--- config.mk ---
export PLATFORM = sky130hd
export DESIGN_NAME = ahb_resp_mux
export DESIGN_NICKNAME = d
export VERILOG_FILES = /design/src/rtl/ahb_pkg.sv /design/src/rtl/ahb_default_slave.sv /design/src/rtl/ahb_resp_mux.sv
export SDC_FILE = /design/constraint.sdc
export NUM_CORES = 1
export LEC_CHECK = 0
export BUFFER_PORTS_ARGS = -buffer_cell sky130_fd_sc_hd__buf_2
export CORE_ASPECT_RATIO = 1.2
export CORE_UTILIZATION = 36
export DETAILED_ROUTE_END_ITERATION = 10
export HOLD_SLACK_MARGIN = 0.15
export PLACE_DENSITY = 0.89
export SYNTH_ARGS = -nofsm -noshare
export SYNTH_HDL_FRONTEND = slang
export SYNTH_HIERARCHICAL = 1
export SYNTH_SLANG_ARGS = --single-unit
export TNS_END_PERCENT = 1
--- constraint.sdc ---
create_clock -name ahb_clk_in -period 2.2 [get_ports ahb_clk_in]
set_clock_uncertainty 0.05 [all_clocks]
set_input_delay 0.11 -clock ahb_clk_in [delete_from_list [all_inputs] [get_ports ahb_clk_in]]
set_output_delay 0.11 -clock ahb_clk_in [all_outputs]
set_load 0.03 [all_outputs]
--- src/rtl/ahb_pkg.sv ---
// Shared AHB encodings used by the data-phase response path.
package ahb_pkg;

  localparam logic [1:0] HTRANS_IDLE   = 2'b00;
  localparam logic [1:0] HTRANS_BUSY   = 2'b01;
  localparam logic [1:0] HTRANS_NONSEQ = 2'b10;
  localparam logic [1:0] HTRANS_SEQ    = 2'b11;

  localparam logic HRESP_OKAY  = 1'b0;
  localparam logic HRESP_ERROR = 1'b1;

  typedef enum logic [1:0] {
    DS_IDLE = 2'b00,
    DS_ERR1 = 2'b01,
    DS_ERR2 = 2'b10
  } ds_state_e;

  function automatic logic htrans_active(input logic [1:0] htrans);
    return (htrans == HTRANS_NONSEQ) || (htrans == HTRANS_SEQ);
  endfunction

endpackage

--- src/rtl/ahb_default_slave.sv ---
// Default slave for unmapped space: answers each active transfer with a two-cycle ERROR.
module ahb_default_slave
  import ahb_pkg::*;
(
  input  logic ahb_clk_in,
  input  logic ahb_rst_in,
  input  logic err_start_in,
  output logic ds_hready_out,
  output logic ds_hresp_out
);

  ds_state_e state_q, state_d;

  always_ff @(posedge ahb_clk_in) begin
    if (ahb_rst_in) begin
      state_q <= DS_IDLE;
    end else begin
      state_q <= state_d;
    end
  end

  always_comb begin
    state_d       = state_q;
    ds_hready_out = 1'b1;
    ds_hresp_out  = HRESP_OKAY;
    unique case (state_q)
      DS_IDLE: begin
        if (err_start_in) state_d = DS_ERR1;
      end
      DS_ERR1: begin
        state_d       = DS_ERR2;
        ds_hready_out = 1'b0;
        ds_hresp_out  = HRESP_ERROR;
      end
      DS_ERR2: begin
        // A new unmapped capture on the completing cycle restarts the pair.
        state_d      = err_start_in ? DS_ERR1 : DS_IDLE;
        ds_hresp_out = HRESP_ERROR;
      end
      default: state_d = DS_IDLE;
    endcase
  end

endmodule

--- src/rtl/ahb_resp_mux.sv ---
// AHB data-phase response mux: registers the decoder select and routes the chosen
// slave (or the built-in default slave) back to the master, with a saturating error count.
module ahb_resp_mux
  import ahb_pkg::*;
#(
  parameter int unsigned SLAVE_DEVICES  = 2,
  parameter int unsigned AHB_DATA_WIDTH = 32,
  parameter int unsigned ERR_CNT_WIDTH  = 8
) (
  input  logic                                    ahb_clk_in,
  input  logic                                    ahb_rst_in,
  input  logic [1:0]                              ahb_htrans_in,
  input  logic [SLAVE_DEVICES-1:0]                slave_sel_in,
  input  logic [SLAVE_DEVICES*AHB_DATA_WIDTH-1:0] slave_hrdata_in,
  input  logic [SLAVE_DEVICES-1:0]                slave_hreadyout_in,
  input  logic [SLAVE_DEVICES-1:0]                slave_hresp_in,
  output logic [AHB_DATA_WIDTH-1:0]               ahb_hrdata_out,
  output logic                                    ahb_hready_out,
  output logic                                    ahb_hresp_out,
  output logic [SLAVE_DEVICES:0]                  data_sel_out,
  output logic                                    sel_conflict_out,
  output logic [ERR_CNT_WIDTH-1:0]                err_count_out
);

  logic [SLAVE_DEVICES:0]     data_sel_q, data_sel_d;
  logic                       conflict_q, conflict_d;
  logic [ERR_CNT_WIDTH-1:0]   err_cnt_q, err_cnt_d;
  logic [SLAVE_DEVICES-1:0]   sel_low;
  logic                       sel_found;
  logic                       err_start;
  logic                       ds_hready, ds_hresp;

  // Lowest-index priority so a malformed multi-hot select still routes deterministically.
  always_comb begin
    sel_low   = '0;
    sel_found = 1'b0;
    for (int i = 0; i < SLAVE_DEVICES; i++) begin
      if (slave_sel_in[i] && !sel_found) begin
        sel_low[i] = 1'b1;
        sel_found  = 1'b1;
      end
    end
  end

  assign err_start = ahb_hready_out && (slave_sel_in == '0) && htrans_active(ahb_htrans_in);

  always_comb begin
    data_sel_d = data_sel_q;
    conflict_d = 1'b0;
    err_cnt_d  = err_cnt_q;
    if (ahb_hready_out) begin
      conflict_d = ($countones(slave_sel_in) > 1);
      if (slave_sel_in != '0) begin
        data_sel_d = {1'b0, sel_low};
      end else if (htrans_active(ahb_htrans_in)) begin
        data_sel_d = {1'b1, {SLAVE_DEVICES{1'b0}}};
      end else begin
        data_sel_d = '0;
      end
    end
    if (ahb_hready_out && (ahb_hresp_out == HRESP_ERROR) && (err_cnt_q != '1)) begin
      err_cnt_d = err_cnt_q + ERR_CNT_WIDTH'(1);
    end
  end

  always_ff @(posedge ahb_clk_in) begin
    if (ahb_rst_in) begin
      data_sel_q <= '0;
      conflict_q <= 1'b0;
      err_cnt_q  <= '0;
    end else begin
      data_sel_q <= data_sel_d;
      conflict_q <= conflict_d;
      err_cnt_q  <= err_cnt_d;
    end
  end

  ahb_default_slave u_default_slave (
    .ahb_clk_in    (ahb_clk_in),
    .ahb_rst_in    (ahb_rst_in),
    .err_start_in  (err_start),
    .ds_hready_out (ds_hready),
    .ds_hresp_out  (ds_hresp)
  );

  always_comb begin
    ahb_hrdata_out = '0;
    ahb_hready_out = 1'b1;
    ahb_hresp_out  = HRESP_OKAY;
    for (int i = 0; i < SLAVE_DEVICES; i++) begin
      if (data_sel_q[i]) begin
        ahb_hrdata_out = slave_hrdata_in[i*AHB_DATA_WIDTH +: AHB_DATA_WIDTH];
        ahb_hready_out = slave_hreadyout_in[i];
        ahb_hresp_out  = slave_hresp_in[i];
      end
    end
    if (data_sel_q[SLAVE_DEVICES]) begin
      ahb_hready_out = ds_hready;
      ahb_hresp_out  = ds_hresp;
    end
  end

  assign data_sel_out     = data_sel_q;
  assign sel_conflict_out = conflict_q;
  assign err_count_out    = err_cnt_q;

endmodule

## Word-level counts from Yosys, hierarchy flattened

Cells that the tools add are included.

- Add/sub/neg operators: 2
- $lt $le $gt $ge: 1
- Equal/unequal tests: 6
- Muxes and demuxes: 17
- Bitwise logic cells: 1
- Reduce and logical (&&, ||, !) cells: 12

Operators by type and width:

| cell | number |
|---|---|
| $mux W32 | 2 |
| $mux W1 | 11 |
| $add A8 B1 Y8 const B | 1 |
| $ne A8 B8 Y1 const B | 1 |
| $eq A2 B2 Y1 const B | 3 |
| $mux W3 | 2 |
| $pmux W2 S3 | 1 |
| $logic_and A1 B1 Y1 | 5 |
| $logic_not A2 Y1 | 2 |
| $reduce_or A2 Y1 | 2 |
| $add A1 B1 Y2 | 1 |
| $eq A2 B1 Y1 const B | 1 |
| $gt A2 B1 Y1 const B | 1 |
| $mux W2 | 1 |
| $ne A2 B1 Y1 const B | 1 |
| $reduce_bool A2 Y1 | 1 |
| $logic_not A1 Y1 | 1 |
| $logic_or A1 B1 Y1 | 1 |
| $not A1 Y1 | 1 |

- Register bits: 14
- Bits of input ports: 74
- Output and inout bits: 46
- Word-level logic and storage cells: 43

## Longest topological paths before layout

Gate-level depths: netlist of run 1.

- Depth after elaboration: 7
- Gate-level depth with buffers: 10

## Hierarchy

The synthesis of run 1 kept the hierarchy.

By module, submodules not included:

| module | instances | cells an instance | area an instance (um2) | sequential area each (um2) |
|---|---|---|---|---|
| ahb_resp_mux | 1 | 118 | 1056.0 | 240.2 |
| ahb_default_slave | 1 | 18 | 165.2 | 40.0 |

## Least setup slack after synthesis of run 1

OpenSTA, ideal clock, no wires.

- Kind: reg2reg
- Start: reg data_sel_q[1], in the netlist data_sel_out[1]
- End: reg u_default_slave.state_q[1]
- Setup time: 0.114 ns
- Arrival time: 1.903 ns
- Data required time: 2.036 ns
- Path slack: 0.132 ns
- Cell stages (with the launch flop): 9
- Path buffers: 2
- Cell sequence: dfxtp_1 > buf_6 > nor3b_1 > o31a_4 > buf_6 > nor4b_2 > nand2b_1 > mux2i_1 > nor2_1

- Longest elaborated chain between the ends: 5

Ends and longest elaborated chain:

| item | RTL line | text |
|---|---|---|
| start, declared | ahb_resp_mux.sv:25 | `logic [SLAVE_DEVICES:0] data_sel_q, data_sel_d;` |
| start signal, assigned | ahb_resp_mux.sv:72 | `data_sel_q <= data_sel_d;` |
| $mux W1 | ahb_resp_mux.sv:91 | `if (data_sel_q[i]) begin` |
| $mux W1 | ahb_resp_mux.sv:97 | `if (data_sel_q[SLAVE_DEVICES]) begin` |
| $logic_and A1 B1 Y1 (2 in a row) | ahb_resp_mux.sv:45 | `assign err_start = ahb_hready_out && (slave_sel_in == '0) && htrans_active(ahb_htrans_in);` |
| net err_start | ahb_resp_mux.sv:30 | `logic err_start;` |
| $ne A2 B1 Y1 (no source line) | n/a |  |
| end signal, assigned | ahb_default_slave.sv:18 | `state_q <= state_d;` |
| end, declared | ahb_default_slave.sv:12 | `ds_state_e state_q, state_d;` |

The timed path passes the listed nets, and every way through them passes these cells.
A chain may end at the register's enable or synchronous reset.

## Final worst setup path of run 1

- Start: reg u_default_slave.state_q[0]
- End: reg err_cnt_q[7], in the netlist err_count_out[7]

- Longest elaborated chain between the ends: 6
- Elaborated cells on any way between the ends: 9

Ends and longest elaborated chain:

| item | RTL line | text |
|---|---|---|
| $eq A2 B1 Y1 or $eq A2 B2 Y1 (tied branches) | ahb_default_slave.sv:26 | `unique case (state_q)` |
| $reduce_or A2 Y1 (no source line) (*) | n/a |  |
| $mux W1 (*) | ahb_default_slave.sv:26 |  |
| net ds_hresp | ahb_resp_mux.sv:31 | `logic ds_hready, ds_hresp;` |
| $mux W1 (*) | ahb_resp_mux.sv:97 |  |
| $logic_and A1 B1 Y1 (*) (2 in a row) | ahb_resp_mux.sv:61 | `if (ahb_hready_out && (ahb_hresp_out == HRESP_ERROR) && (err_cnt_q != '1)) begin` |
| end signal, assigned | ahb_resp_mux.sv:74 | `err_cnt_q <= err_cnt_d;` |
| end, declared | ahb_resp_mux.sv:27 | `logic [ERR_CNT_WIDTH-1:0] err_cnt_q, err_cnt_d;` |

Mark *: on every way through the listed nets, which the timed path passes. The rest lies on a longest branch.

==> results of run 1 <==
## cell usage after synthesis (all sizes together), types with 2 or more instances
library cell	number
dfxtp	14
clkbuf	8
nor2	10
nor2b	10
buf	4
mux2i	2
a21oi	5
nor4	4
a22o	33
nand2	5
inv	5
nor4b	3
mux2	6
ha	6
o31ai	2
nand3	4
## per-stage QoR
| step | instance area, µm² | cells |
|---|---|---|
| after floorplan | 1220 | 136 |
| after global placement | 1820 | 282 |
| after detailed placement | 1820 | 282 |
| after CTS | 1890 | 289 |
| after global routing | 1900 | 289 |
| final | 1900 | 289 |
## power by group through the flow
stage               clock network (µW)  logic (µW)  registers (µW)
floorplan                            0         224             286
global placement                     0         353             276
detailed placement                   0         357             277
CTS                                189         362             271
global route                       204         392             273
finish                             185         363             271
## routing by layer
metal	part of all wire [%]	wire, µm	vias up
li1	-	-	745
met1	40	1590	680
met2	52	2050	66
met3	7.6	301	2
met4	0.48	19	0
met5	0	0	-
## final cells by class
| cell class | instances | area, µm² | share of cell area, % |
|---|---|---|---|
| Multi-Input combinational cell | 104 | 861 | 45.4 |
| Clock buffer | 4 | 36.3 | 1.91 |
| Inverter | 6 | 22.5 | 1.19 |
| Tap cell | 36 | 45.0 | 2.38 |
| Sequential cell | 14 | 280 | 14.8 |
| Timing Repair Buffer | 125 | 651 | 34.3 |
## flip-flops by register name, summed over array words and instances (netlist names)
register                 count
data_sel_out                 3
err_count_out                8
sel_conflict_out             1
u_default_slave/state_q      2
## worst max-delay path: cells and delay by family (launching register included)
| family | cells | cell delay, ps |
|---|---|---|
| DFF | 1 | 400 |
| AOI/OAI and AO/OA | 1 | 380 |
| muxes | 1 | 360 |
| and+or+nand+nor | 1 | 320 |
| adders and majority gates | 1 | 280 |
| buffers and inverters | 2 | 150 |
## path summary, 6_finish.rpt
check	from	to	slack (ps)	cells past startpoint
max reg2reg	u_default_slave/state_q[0]	err_count_out[7]	140	6
min	ahb_rst_in	u_default_slave/state_q[1]	160	2
min reg2reg	err_count_out[0]	err_count_out[0]	500	2
max	u_default_slave/state_q[0]	err_count_out[7]	140	6
## logic make-up (layout without fill, tap and decap cells)
| group | count (synthesis) | in the layout | share of synthesized area [%] |
|---|---|---|---|
| buffers and inverters | 18 | 135 | 7.38 |
| multiplexers | 8 | 8 | 7.17 |
| AND/OR/NAND/NOR | 47 | 47 | 26.4 |
| adder cells (fa/ha/maj) | 6 | 6 | 6.15 |
| flip-flops | 14 | 14 | 23.0 |
| AO/OA/AOI/OAI | 43 | 43 | 29.9 |
## timing repair
item                                   in CTS  in global routing
hold buffers                                3                  0
resized for setup                           0                  2
setup endpoints to repair                   0                  8
endpoints found under the hold margin       3                  0
==> key figures, run 1 <==
Floorplanning
  • Die ar.: 3630 µm²
  • Die H: 65.8 µm
  • I/O pin cnt: 120
  • Chip width: 55.2 µm
  • Initial core utilization: 38.9%
  • Core area: 3140 µm²
  • Row count: 22

Layout
  • Layout net count: 334
  • Final core utilization: 60.4%
  • Share of cells above drive strength 1: 55.7%
  • Commonest non-fill, non-tap cell in the layout: buf_2
  • Synth-to-Final Area Change: 55.2%
  • ANT cells: 0
  • Leading cell types in the layout, fill and taps excluded: 118 x buf_2, 32 x a22o_1, 14 x dfxtp_1
  • Fillers: 290

Power
  • P_int: 504 µW
  • Sw Ratio: 38.5%
  • Comb power frac: 44.3%
  • Net switching power: 315 µW
  • Clock power frac: 22.6%
  • Pwr/cell area: 432 nW/µm²
  • Sequential share of power: 33.1%
  • Total chip power: 819 µW
  • VDD IR max: 0.245 mV
  • Leakage power: 0.00103 µW

Global route
  • Vias in the first global route: 1187
  • Initial antenna violation count: 0
  • Largest net degree at the start of global routing: 33
  • Met2 Usage GRT: 34.6%
  • Total GRT Usage: 20.1%
  • Grt met3 use: 3.91%
  • First-pass GRT wire length: 5330 µm
  • Grt ovf: 0
  • GRT Max-Usage Layer: met2
  • Met1 Use GR: 24.5%

Setup path
  • Startpoint Class: register
  • CP required: 2320 ps
  • Crit path max-delay cell type: dfxtp_1
  • Critical setup path kind: register to register
  • Setup crit end kind: register
  • Crit-path max cell delay: 400 ps
  • Crit path DAT: 2180 ps
  • CP cell instances: inv_1 > ha_1 > clkinv_1 > a22o_2 > nor4b_2 > mux2_2
  • Crit-path max FO: 11

Drt
  • Drt pass-1 iters: 4
  • Post-DR vias/cell: 5.17
  • Routed via count: 1493
  • Final ANT Viol Nets: 0
  • Starting DRT DRC Count: 20
  • Routed wire length: 3950 µm
  • DR WL/cell: 13.7 µm
  • DRC: 0

Place
  • # port buffers: 118
  • Final RePlAce weighted congestion: 0.782
  • DP HPWL: 3190 µm
  • Post-Place Setup Slack: 80.3 ps

Yosys
  • Area leader, netlist: a22o_1
  • Yosys top cell area share: 23.7%
  • Primary FF master, synth: dfxtp_1
  • Top cells by area, synth: a22o_1 24%, dfxtp_1 23%, ha_1 6.1%
  • Seq/Total Area, Yosys: 23.0%
  • Synth Area per Inst: 8.98 µm²
  • Number of synthesis warnings: 6
  • Number of synthesized flops with an enable pin: 0
  • Syn nets: 216
  • Flip-flop and latch count after synthesis: 14
  • Unique masters post-synth: 36
  • Share of flip-flops with an asynchronous set or reset: 0%
  • Mapped Cells: 136
  • Synthesized cell area: 1220 µm²

STA
  • Final setup TNS: 0 ps
  • Final Max Slew Viols: 0
  • Worst hold slack: 161 ps
  • Max-slew headroom: 75.8%
  • RSZ-0062 raised after global routing: no
  • Crit path time final: 2060 ps
  • Fin crit share: 93.5%
  • Setup violators final: 0
  • Worst-Margin Slew: 363 ps
  • Max Clk Rate: 486 MHz
  • Setup slack after layout: 144 ps
  • Final hold vios: 0

Clock tree
  • Root buffer cell: clkbuf_4
  • CTS H-tree lvls: 1
  • Post-CTS setup buffers: 0
  • Inserted Clock Buffers: 3
  • Clock-pin slew on the worst setup and hold paths: 90 ps
  • Max Buffers Root-to-Sink: 2
  • CTS tree: built
  • Clock sink total: 14
  • Clock insertion delay at the later pin of the skew report: 280 ps

Status
  • Status: complete, no violations

Run
  • Max-cap viol count: 0

Worst hold path
  • Hold crit path type: primary input to register
No activity file was read; power rests on OpenSTA's default activity.
==> run 2: changes to the inputs <==
--- a/config.mk
+++ b/config.mk
@@ -10,7 +10,7 @@
 export CORE_UTILIZATION = 36
 export DETAILED_ROUTE_END_ITERATION = 10
 export HOLD_SLACK_MARGIN = 0.15
-export PLACE_DENSITY = 0.89
+export PLACE_DENSITY = 0.79
 export SYNTH_ARGS = -nofsm -noshare
 export SYNTH_HDL_FRONTEND = slang
 export SYNTH_HIERARCHICAL = 1
==> key figures, run 2 (same netlist as run 1, synthesis figures left out) <==
Global route
  • First-pass GRT wire length: 5320 µm
  • Initial antenna violation count: 1
  • Largest net degree at the start of global routing: 34
  • Total GRT Usage: 19.4%
  • Vias in the first global route: 1297
  • Grt ovf: 0

STA
  • Worst hold slack: 173 ps
  • Setup violators final: 0
  • Final setup TNS: 0 ps
  • Max Clk Rate: 497 MHz
  • Final hold vios: 0
  • Crit path time final: 2010 ps
  • Fin crit share: 91.4%
  • Final Max Slew Viols: 0
  • RSZ-0062 raised after global routing: no
  • Max-slew headroom: 55.1%
  • Worst-Margin Slew: 672 ps

Clock tree
  • CTS tree: built
  • CTS H-tree lvls: 1
  • Root buffer cell: clkbuf_4
  • Clock-pin slew on the worst setup and hold paths: 80 ps
  • Clock sink total: 14
  • Max Buffers Root-to-Sink: 2
  • Clock insertion delay at the later pin of the skew report: 270 ps
  • Inserted Clock Buffers: 3

Layout
  • Share of cells above drive strength 1: 54.8%
  • Sequential Area: 280 µm²
  • Max reg flops: 8
  • Layout net count: 332
  • Multi-input gate area: 860 µm²
  • Post-Layout Cell Count: 286
  • Fillers: 283
  • Commonest non-fill, non-tap cell in the layout: buf_2
  • ANT cells: 0
  • Final instance area: 1870 µm²
  • Synth-to-Final Area Change: 52.8%
  • Leading cell types in the layout, fill and taps excluded: 118 x buf_2, 32 x a22o_1, 14 x dfxtp_1

Drt
  • Drt pass-1 iters: 4
  • DR WL/cell: 13.1 µm
  • Starting DRT DRC Count: 18
  • Post-DR vias/cell: 5.09
  • Final ANT Viol Nets: 0
  • Routed wire length: 3760 µm
  • DRC: 0
  • Routed via count: 1456

Place
  • # port buffers: 118
  • Final RePlAce weighted congestion: 0.840
  • Cell Count Post-Placement: 280
  • DP HPWL: 2960 µm
  • Dpl cell area: 1810 µm²

Floorplanning
  • Core area: 3140 µm²
  • Row count: 22
  • I/O pin cnt: 120
  • Chip width: 55.2 µm
  • Initial core utilization: 38.9%
  • Die ar.: 3630 µm²
  • Die H: 65.8 µm

Setup path
  • CP required: 2310 ps
  • CP cell instances: nor3b_1 > o31a_4 > nor4b_2 > nand2b_1 > mux2i_1 > nor2_1
  • Crit-path max cell delay: 470 ps
  • Critical setup path kind: register to register
  • Crit path DAT: 2120 ps
  • R2r setup slk: 190 ps
  • Crit-path max FO: 16
  • Setup crit end kind: register
  • Startpoint Class: register
  • Crit path max-delay cell type: dfxtp_1

Worst hold path
  • Hold crit path type: primary input to register

Power
  • Pwr/cell area: 413 nW/µm²
  • Leakage power: 0.00101 µW
  • VDD IR max: 0.317 mV

Run
  • Max-cap viol count: 0

Status
  • Status: complete, no violations
run 2: changes by cell type in the layout (fill, tap and decap cells not counted), sizes merged:
cell,previous run,this run
buf,122,120
clkbuf,4,3
run 2: area by class of cell:
cell class | count | share of cell area (%)
tap | 36 | 2.41
timing repair buffer | 123 | 34.1
sequential | 14 | 15.0
multi-input combinational | 104 | 46.1
inverter | 6 | 1.21
clock buffer | 3 | 1.21
run 2: stage by stage:
step / setup WS, ps / power (µW) / util (%)
finish: 189 / 771 / 59.4
global route: 19.9 / 827 / 59.4
CTS: 115 / 777 / 59.4
detailed placement: 109 / 629 / 57.6
global placement: 145 / 626 / 57.6
floorplan: 132 / 510 / -
run 2: worst max-delay path, delay by kind of cell, from the launching register on:
kind,cells,cell delay [ps]
AO/OA/AOI/OAI,1,440
flip-flops,1,470
multiplexers,1,180
AND/OR/NAND/NOR,4,760
run 2: path summary, 6_finish.rpt:
kind	depth (start not counted)	end	from
worst max-delay path	6	u_default_slave/state_q[1]	data_sel_out[1]
worst max register to register	6	u_default_slave/state_q[1]	data_sel_out[1]
worst min-delay path	2	u_default_slave/state_q[1]	ahb_rst_in
worst min register to register	2	err_count_out[1]	err_count_out[1]
run 2: power by group:
part	internal (µW)	leakage [µW]	switching, µW	total, µW
Sequential	261	0.000114	9.95	271
Combinational	140	0.000885	217	357
Clock	63.4	0.0000138	79.9	143
run 2: timing repair:
item                                    in CTS  in global routing
resized for setup                            1                  1
hold buffers                                 3                  0
endpoints found under the hold margin        3                  0
endpoints found under the setup margin      32                  4
cloned                                       0                  0
setup buffers                                0                  0
run 2: routing by layer:
| metal | vias up | part of all wire [%] | GRT usage, % |
|---|---|---|---|
| met4 | 2 | 0 | 6.25 |
| met5 | - | 0.27 | 0 |
| met3 | 2 | 9.1 | 3.68 |
| met1 | 648 | 37 | 22.0 |
| met2 | 63 | 53 | 34.8 |
| li1 | 741 | - | - |
==> run 3: changes to the inputs <==
--- a/config.mk
+++ b/config.mk
@@ -6,11 +6,12 @@
 export NUM_CORES = 1
 export LEC_CHECK = 0
 export BUFFER_PORTS_ARGS = -buffer_cell sky130_fd_sc_hd__buf_2
-export CORE_ASPECT_RATIO = 1.2
-export CORE_UTILIZATION = 36
+export CORE_ASPECT_RATIO = 0.7
+export CORE_UTILIZATION = 37
+export CTS_BUF_LIST = sky130_fd_sc_hd__clkbuf_8
 export DETAILED_ROUTE_END_ITERATION = 10
 export HOLD_SLACK_MARGIN = 0.15
-export PLACE_DENSITY = 0.79
+export PLACE_DENSITY = 0.81
 export SYNTH_ARGS = -nofsm -noshare
 export SYNTH_HDL_FRONTEND = slang
 export SYNTH_HIERARCHICAL = 1
==> key figures, run 3 (same netlist as run 1, synthesis figures left out) <==
Layout
  • Commonest non-fill, non-tap cell in the layout: buf_2
  • Fillers: 286
  • Layout net count: 333
  • ANT cells: 0
  • Share of cells above drive strength 1: 55.6%
  • Sequential Area: 280 µm²
  • Synth-to-Final Area Change: 56.4%
  • Max reg flops: 8
  • Post-Layout Cell Count: 290
  • Multi-input gate area: 861 µm²
  • Leading cell types in the layout, fill and taps excluded: 118 x buf_2, 32 x a22o_1, 14 x dfxtp_1
  • Final core utilization: 60.7%

Setup path
  • Crit path max-delay cell type: dfxtp_1
  • Crit-path max FO: 11
  • Setup crit end kind: register
  • Crit-path max cell delay: 410 ps
  • Startpoint Class: register
  • Crit path DAT: 2160 ps
  • CP required: 2290 ps
  • CP cell instances: inv_1 > ha_1 > clkinv_1 > a22o_2 > nor4_1 > mux2_2
  • Critical setup path kind: register to register

STA
  • Crit path time final: 2080 ps
  • Fin crit share: 94.4%
  • Final setup TNS: 0 ps
  • Setup violators final: 0
  • RSZ-0062 raised after global routing: no
  • Worst-Margin Slew: 401 ps
  • Final Max Slew Viols: 0
  • Max-slew headroom: 73.2%
  • Final hold vios: 0
  • Max Clk Rate: 482 MHz
  • Setup slack after layout: 124 ps

Clock tree
  • CTS H-tree lvls: 1
  • Clock sink total: 14
  • Inserted Clock Buffers: 3
  • Max Buffers Root-to-Sink: 2
  • Clock-pin slew on the worst setup and hold paths: 60 ps
  • Root buffer cell: clkbuf_8
  • Clock insertion delay at the later pin of the skew report: 250 ps
  • CTS tree: built

Worst hold path
  • Hold crit path type: primary input to register

Global route
  • Total GRT Usage: 20.3%
  • Initial antenna violation count: 0
  • First-pass GRT wire length: 5730 µm
  • Grt ovf: 0
  • GRT Max-Usage Layer: met2
  • Vias in the first global route: 1232
  • Met1 Use GR: 26.0%
  • Largest net degree at the start of global routing: 35
  • Grt met3 use: 4.91%
  • Met2 Usage GRT: 35.8%

Drt
  • DR WL/cell: 13.4 µm
  • Starting DRT DRC Count: 67
  • Drt pass-1 iters: 9
  • DRC: 17
  • Final ANT Viol Nets: 0
  • Routed wire length: 3890 µm
  • Post-DR vias/cell: 5.07
  • Routed via count: 1471

Place
  • Final RePlAce weighted congestion: 0.802
  • Cell Count Post-Placement: 283
  • DP HPWL: 2970 µm
  • Post-Place Setup Slack: 44.4 ps
  • # port buffers: 118

Power
  • Leakage power: 0.00103 µW
  • Total chip power: 889 µW
  • Pwr/cell area: 466 nW/µm²
  • VDD IR max: 0.438 mV

Floorplanning
  • Row count: 17
  • Die H: 50.1 µm
  • Core area: 3150 µm²
  • Chip width: 70.7 µm
  • Die ar.: 3540 µm²
  • Initial core utilization: 38.8%
  • I/O pin cnt: 120

Status
  • Status: complete, but fails checks
  • Violated checks: DRC

Run
  • Max-cap viol count: 0
==> run 3: path summary, 6_finish.rpt <==
path	from	to	slack, ps	cells after the start
worst min register to register	err_count_out[1]	err_count_out[1]	510	2
worst max register to register	u_default_slave/state_q[0]	err_count_out[4]	120	6
worst max-delay path	u_default_slave/state_q[0]	err_count_out[4]	120	6
worst min-delay path	ahb_rst_in	u_default_slave/state_q[1]	210	2
==> run 3: stage by stage <==
step | hold WS [ps] | cell area [µm²]
after CTS | 195 | 1900
after global placement | 315 | 1820
after detailed placement | 318 | 1820
after global routing | 221 | 1910
after floorplan | 122 | 1220
final | 214 | 1910
==> run 3: timing repair <==
| item | 4_1_cts | 5_1_grt |
|---|---|---|
| buffers inserted | 0 | 0 |
| hold buffers | 3 | 0 |
| hold endpoints to repair | 2 | 0 |
| setup endpoints to repair | 0 | 6 |
| resized for setup | 0 | 2 |
==> run 3: final cells by class <==
| class | instances | share of cell area, % |
|---|---|---|
| inverter | 6 | 1.18 |
| tap | 38 | 2.49 |
| timing repair buffer | 124 | 33.7 |
| clock buffer | 4 | 2.88 |
| sequential | 14 | 14.7 |
| multi-input combinational | 104 | 45.1 |
==> run 3: routing by layer <==
metal	wire, µm	share of wire, %
met1	1730	44
met2	1950	50
met3	215	5.5
met4	0	0
met5	0	0
==> run 3: critical path, delay by kind of cell (launching register included) <==
| kind | cells | cell delay, ps |
|---|---|---|
| AOI/OAI and AO/OA | 1 | 360 |
| adders and majority gates | 1 | 300 |
| buffers and inverters | 2 | 150 |
| DFF | 1 | 410 |
| muxes | 1 | 360 |
| and+or+nand+nor | 1 | 330 |
==> run 3: report_power, final <==
part	internal [µW]	total, µW	switching [µW]
registers	261	271	9.64
clock network	159	253	94.5
logic	141	366	224
